==> config.mk <==
export PLATFORM = sky130hd
export DESIGN_NAME = tile_lane_shifter
export DESIGN_NICKNAME = d
export VERILOG_FILES = /design/src/rtl/tile_lane_shifter.sv
export SDC_FILE = /design/constraint.sdc
export NUM_CORES = 1
export LEC_CHECK = 0
export ABC_AREA = 1
export CAP_MARGIN = 20
export CORE_UTILIZATION = 50
export CTS_CLUSTER_SIZE = 12
export DETAILED_ROUTE_END_ITERATION = 12
export PLACE_DENSITY = 0.79
export SYNTH_ARGS = -nofsm -noshare
export SYNTH_HDL_FRONTEND = slang
export SYNTH_SLANG_ARGS = --single-unit
==> constraint.sdc <==
create_clock -name clk -period 2.9 [get_ports clk]
set_clock_uncertainty 0.2 [all_clocks]
set_input_delay 0.58 -clock clk [delete_from_list [all_inputs] [get_ports clk]]
set_output_delay 0.58 -clock clk [all_outputs]
set_load 0.05 [all_outputs]
==> src/rtl/tile_lane_shifter.sv <==
// rtl/tile_lane_shifter.sv - piano-tiles row shifter with hit judging, score/miss counters and game-over freeze
// Optional feature macro: TILE_NO_REPEAT_EN (inserted lane never repeats the current top row lane)
module tile_lane_shifter #(
    parameter int          LANES    = 4,
    parameter int          DEPTH    = 7,
    parameter logic [7:0]  SEED     = 8'h01,
    parameter int          MAX_MISS = 3,
    localparam int         LW       = $clog2(LANES + 1)
) (
    input  logic                clk,
    input  logic                reset,
    input  logic                shift,
    input  logic                hit_valid,
    input  logic [LW-1:0]       hit_lane,
    output logic [DEPTH*LW-1:0] rows,
    output logic                hit_ok,
    output logic                hit_bad,
    output logic                miss,
    output logic [15:0]         score,
    output logic [7:0]          misses,
    output logic                game_over
);
    typedef enum logic {ST_RUN, ST_OVER} state_t;

    localparam logic [7:0]    SEED_EFF   = (SEED == 8'h00) ? 8'h01 : SEED;
    localparam logic [8:0]    MAX_MISS_W = 9'(MAX_MISS);
    localparam logic [LW-1:0] LANES_W    = LW'(LANES);

    state_t               r_state;
    logic [7:0]           r_lfsr;
    logic [DEPTH*LW-1:0]  r_rows;
    logic [15:0]          r_score;
    logic [7:0]           r_misses;
    logic                 r_hit_ok;
    logic                 r_hit_bad;
    logic                 r_miss;
    logic                 r_game_over;

    logic [LW-1:0]        w_bottom;
    logic [LW-1:0]        w_cand;
    logic [LW-1:0]        w_ins;
    logic                 w_hit_good;
    logic                 w_hit_bad;
    logic                 w_fall;
    logic [8:0]           w_miss_sum;
    logic [7:0]           w_misses_next;
    logic                 w_over_next;
    logic [7:0]           w_lfsr_next;
    logic [DEPTH*LW-1:0]  w_rows_clr;
    logic [DEPTH*LW-1:0]  w_rows_next;

    assign w_bottom    = r_rows[(DEPTH-1)*LW +: LW];
    assign w_lfsr_next = {r_lfsr[6:0], r_lfsr[7] ^ r_lfsr[5] ^ r_lfsr[4] ^ r_lfsr[3]};
    assign w_cand      = LW'(r_lfsr % 8'(LANES)) + LW'(1);

`ifdef TILE_NO_REPEAT_EN
    logic [LW-1:0] w_row0;
    assign w_row0 = r_rows[LW-1:0];
    // Bump to the next lane (wrapping LANES -> 1) when the candidate repeats the top row
    assign w_ins  = (w_row0 != '0 && w_cand == w_row0)
                  ? ((w_cand == LANES_W) ? LW'(1) : w_cand + LW'(1))
                  : w_cand;
`else
    assign w_ins  = w_cand;
`endif

    assign w_hit_good    = hit_valid && (w_bottom != '0) && (hit_lane == w_bottom);
    assign w_hit_bad     = hit_valid && !w_hit_good;
    assign w_fall        = shift && (w_bottom != '0) && !w_hit_good;
    assign w_miss_sum    = {1'b0, r_misses} + 9'(w_hit_bad) + 9'(w_fall);
    assign w_over_next   = (w_miss_sum >= MAX_MISS_W);
    assign w_misses_next = w_over_next ? MAX_MISS_W[7:0] : w_miss_sum[7:0];

    // A correct hit clears the bottom before the shift so the tile cannot also count as a fall-off
    always_comb begin
        w_rows_clr = r_rows;
        if (w_hit_good)
            w_rows_clr[(DEPTH-1)*LW +: LW] = '0;
        w_rows_next = shift ? {w_rows_clr[(DEPTH-1)*LW-1:0], w_ins} : w_rows_clr;
    end

    always_ff @(posedge clk) begin
        if (reset) begin
            r_state     <= ST_RUN;
            r_lfsr      <= SEED_EFF;
            r_rows      <= '0;
            r_score     <= '0;
            r_misses    <= '0;
            r_hit_ok    <= 1'b0;
            r_hit_bad   <= 1'b0;
            r_miss      <= 1'b0;
            r_game_over <= 1'b0;
        end else begin
            r_lfsr    <= w_lfsr_next;
            r_hit_ok  <= 1'b0;
            r_hit_bad <= 1'b0;
            r_miss    <= 1'b0;
            case (r_state)
                ST_RUN: begin
                    r_rows    <= w_rows_next;
                    r_hit_ok  <= w_hit_good;
                    r_hit_bad <= w_hit_bad;
                    r_miss    <= w_fall;
                    r_misses  <= w_misses_next;
                    if (w_hit_good && r_score != 16'hFFFF)
                        r_score <= r_score + 16'd1;
                    if (w_over_next) begin
                        r_state     <= ST_OVER;
                        r_game_over <= 1'b1;
                    end
                end
                ST_OVER: begin
                    r_game_over <= 1'b1;
                end
                default: r_state <= ST_RUN;
            endcase
        end
    end

    assign rows      = r_rows;
    assign hit_ok    = r_hit_ok;
    assign hit_bad   = r_hit_bad;
    assign miss      = r_miss;
    assign score     = r_score;
    assign misses    = r_misses;
    assign game_over = r_game_over;
endmodule

==> results.md <==
- Counting instances, the worst hold path has a depth of 2.
- Traced cell by cell, the critical path runs through clkdlybuf4s50_1 -> a21boi_2 -> nand3_2 -> nand2_1 -> inv_1 -> fa_2 -> ha_4 -> nand2_1 -> nand3_1 -> a21oi_2 -> nand3_2 -> o21ai_1 -> inv_1.
- The path class of the lowest-slack min-delay path is register to register.
- The gate count of the mapped netlist is 363.
- The total nets after synthesis is 374.
- In this run the power density over the cells is 726 nW/um^2.
- The sequential cell area fraction in the yosys report is 0.448.
- The tree is rooted in a sky130_fd_sc_hd__clkbuf_8.
- The maximum level of the CTS H-tree is 3.
- The wire-length estimate of the detail-placed layout is 4.14 mm.
- The standard-cell row count is 25.
- The number of DRC markers in iteration 0 is 154.
- The final-report max-slew violation count is 0.
- 56 I/O pins were placed.
- The final wirelength is 6.29 mm.
- Before antenna repair, the detailed router went through 4 iterations.
- The initial antenna violation count is 0.
- Setup violations remaining at the end of the flow were counted as 0.
- The number of hold buffers added after CTS is 0.
- In this run, synthesis produced a sequential element count of 58.
- Once layout is complete, the cells apart from fillers number 497.
- The synthesized area per cell is 7.14 um^2.
- Based on the critical path, the design can be clocked at up to 356 MHz.
- The number of global-route vias before repair is 2297.
- The clock sink count is 58.
- The worst setup path is launched from an input port.
- Across every metal layer, demand over resource in global routing totals 0.249.
- For the worst-skew pair, the clock arrives at the later sink with an insertion delay of 0.34 ns.
- The count of unresolved DRC violations after routing is 0.
- In this run the remaining antenna-violating nets after routing total 0.
- The core outline area is 4850 um^2.
- The growth of design area from synthesis to finish is 32.3%.
- The effective utilization at floorplan is 0.534.
- The number of distinct library cells after synthesis is 24.
- The number of placed instances with taps included is 478.
- The max-capacitance violation count is 0.
- The worst setup path is captured at a register.
- The endpoint required time on the critical path is 2.93 ns.
- The floorplan step set the die height to 74.0 um.
- The peak ir drop on the vdd network is 0.589 mV.
- The count of buffers added on input and output ports is 55.
- The global placement routability congestion is 0.872.
- In the finished design, the share of the clock period the worst path needs comes to 0.968.
- The clock-pin slew on the worst setup and hold paths is 0.06 ns.
- Counting the fill cells in the layout gives 403.
- The die outline area is 5470 um^2.
- The setup path with the least slack is of type input port to register.
- The first global-routing pass estimated 10.2 mm of wire.
- The number of inserted diodes is 0.
- The net count of the finished layout is 436.
- On the worst path, the slowest cell contributes a delay of 0.49 ns.
- The CTS tree is built.
- The buffer levels on the longest clock path is 2.
- Data on the critical path arrives at its endpoint at 2.84 ns.
- The area of the multi-input gates is 1240 um^2.
- On the final layout, the worst hold slack is 0.209 ns.
- The slew at the pin closest to its max-slew limit is 0.616 ns.
- The ratio of cells with drive above 1 in the final layout is 0.100.
- The flow ran to the end, and the final reports show no timing, DRC or antenna violations.
- The relative slew slack is 0.589.
- The count of endpoints failing hold in the final timing report is 0.
- Summed over all cells, the static leakage comes to 1.38 nW.
- The average wire per cell in the routed design is 12.7 um.
- The maximum number of pins on one net before global-route repair is 32.
- In this run the cell area of the synthesized design comes to 2590 um^2.
- The die width is 74.0 um.
- Registers take 1160 um^2.
- The number of buffers created by CTS is 9.
- The standard cell with the maximum stage delay on the critical path is sky130_fd_sc_hd__clkdlybuf4s50_1.
- The total via count in the routed design is 2470.
- Setup repair after global routing left no endpoint under its margin.
- Yosys printed 0 warnings.
- The clock period minus worst slack is 2.81 ns.
- The worst register-to-register path has a depth of 13.
- The total congestion overflow after global routing is 0.
- In this run the worst path has a maximum fanout of 3.
- The ratio of routed vias to standard cells is 4.97.
[placed cells by master (no fill, tap or decap), drive strengths merged]
master,netlist,routed
a21boi,1,1
a21oi,20,20
buf,4,9
clkbuf,9,10
clkdlybuf4s50,0,53
clkinv,0,2
clkinvlp,0,3
dfxtp,58,58
dlymetal6s2s,0,2
fa,1,1
ha,3,3
inv,37,38
nand2,79,79
nand3,30,30
nand3b,1,1
nand4,6,6
nor2,78,78
nor3,1,1
nor4,2,2
o21ai,23,23
xnor2,4,4
xor2,6,6
[critical path: cells and delay by family]
| family | cells | cell delay (ns) |
|---|---|---|
| compound gates | 3 | 0.53 |
| simple gates | 5 | 0.45 |
| buf+inv | 3 | 0.60 |
| fa+ha+maj | 2 | 0.67 |
[synth_stat cells]
| cell type | number | area (um^2) |
|---|---|---|
| sky130_fd_sc_hd__nand2_1 | 78 | 293 |
| sky130_fd_sc_hd__nor2_1 | 71 | 267 |
| sky130_fd_sc_hd__dfxtp_1 | 58 | 1160 |
| sky130_fd_sc_hd__inv_1 | 35 | 131 |
| sky130_fd_sc_hd__nand3_1 | 27 | 135 |
| sky130_fd_sc_hd__o21ai_0 | 23 | 115 |
| sky130_fd_sc_hd__a21oi_1 | 20 | 100 |
| sky130_fd_sc_hd__clkbuf_1 | 9 | 33.8 |
| sky130_fd_sc_hd__nand4_1 | 6 | 37.5 |
| sky130_fd_sc_hd__xor2_1 | 6 | 52.6 |
| sky130_fd_sc_hd__nor2_2 | 5 | 31.3 |
| sky130_fd_sc_hd__xnor2_1 | 4 | 35.0 |
| sky130_fd_sc_hd__buf_6 | 3 | 33.8 |
| sky130_fd_sc_hd__ha_1 | 3 | 37.5 |
| sky130_fd_sc_hd__nand3_2 | 3 | 30.0 |
| sky130_fd_sc_hd__inv_2 | 2 | 7.51 |
| sky130_fd_sc_hd__nor2_4 | 2 | 22.5 |
| sky130_fd_sc_hd__nor4_1 | 2 | 12.5 |
| sky130_fd_sc_hd__a21boi_2 | 1 | 11.3 |
| sky130_fd_sc_hd__buf_2 | 1 | 5.00 |
| sky130_fd_sc_hd__fa_1 | 1 | 20.0 |
| sky130_fd_sc_hd__nand2_2 | 1 | 6.26 |
| sky130_fd_sc_hd__nand3b_1 | 1 | 7.51 |
| sky130_fd_sc_hd__nor3_1 | 1 | 5.00 |
[routing by layer]
| metal | wire [um] | GRT usage |
|---|---|---|
| met1 | 2600 | 0.260 |
| met2 | 3160 | 0.437 |
| met3 | 411 | 0.111 |
| met4 | 121 | 0.100 |
| met5 | 0 | 0 |
[metrics by stage]
stage | power (W) | area (um^2) | TNS [ns] | setup slack (ns) | util
2_1_floorplan | 0.00152 | 2590 | 0 | 0.0872 | -
3_3_place_gp | 0.00175 | 3200 | -0.926 | -0.263 | 0.660
3_5_place_dp | 0.00177 | 3200 | -1.35 | -0.385 | 0.660
4_1_cts | 0.00245 | 3390 | 0 | 0.0335 | 0.699
5_1_grt | 0.00260 | 3430 | 0 | 0.0276 | 0.707
6_report | 0.00249 | 3430 | 0 | 0.0931 | 0.707
[state kept, by name, indices dropped and copies added (netlist names)]
name       count
r_state        1
hit_bad        1
game_over      1
misses         8
r_lfsr         8
rows          21
miss           1
hit_ok         1
score         16
[power by group]
group / internal [W] / total (W) / switching (W)
clock: 0.000332 / 0.000674 / 0.000342
combinational: 0.000276 / 0.000826 / 0.000550
sequential: 0.000893 / 0.000989 / 0.0000961
total: 0.00150 / 0.00249 / 0.000988
[cell families after synthesis]
group | count (synthesis) | synth area share
adder cells (fa/ha/maj) | 4 | 0.0222
buffers and inverters | 50 | 0.0816
flip-flops | 58 | 0.448
XOR/XNOR | 10 | 0.0338
AO/OA/AOI/OAI | 44 | 0.0874
AND/OR/NAND/NOR | 197 | 0.327
[final cells by class]
class | count | share of cell area
repair buffers | 64 | 0.182
clock buffers | 10 | 0.0401
multi-input cells | 255 | 0.362
well taps | 67 | 0.0245
flip-flops and latches | 58 | 0.339
clock inverters | 6 | 0.0120
inverters | 37 | 0.0405
[timing repair]
item                       CTS  global route
buffers inserted             0             3
pin swaps                    0             4
resized for setup            3             5
setup endpoints to repair    2             4
[path summary, 6_finish.rpt]
check	startpoint	end	slack, ns
hold reg to reg	r_lfsr[2]	r_lfsr[3]	0.21
setup / recovery	hit_valid	misses[1]	0.09
setup reg to reg	rows[18]	misses[1]	0.31
hold / removal	r_lfsr[2]	r_lfsr[3]	0.21
Note: power is estimated with default switching activity, not from simulation.
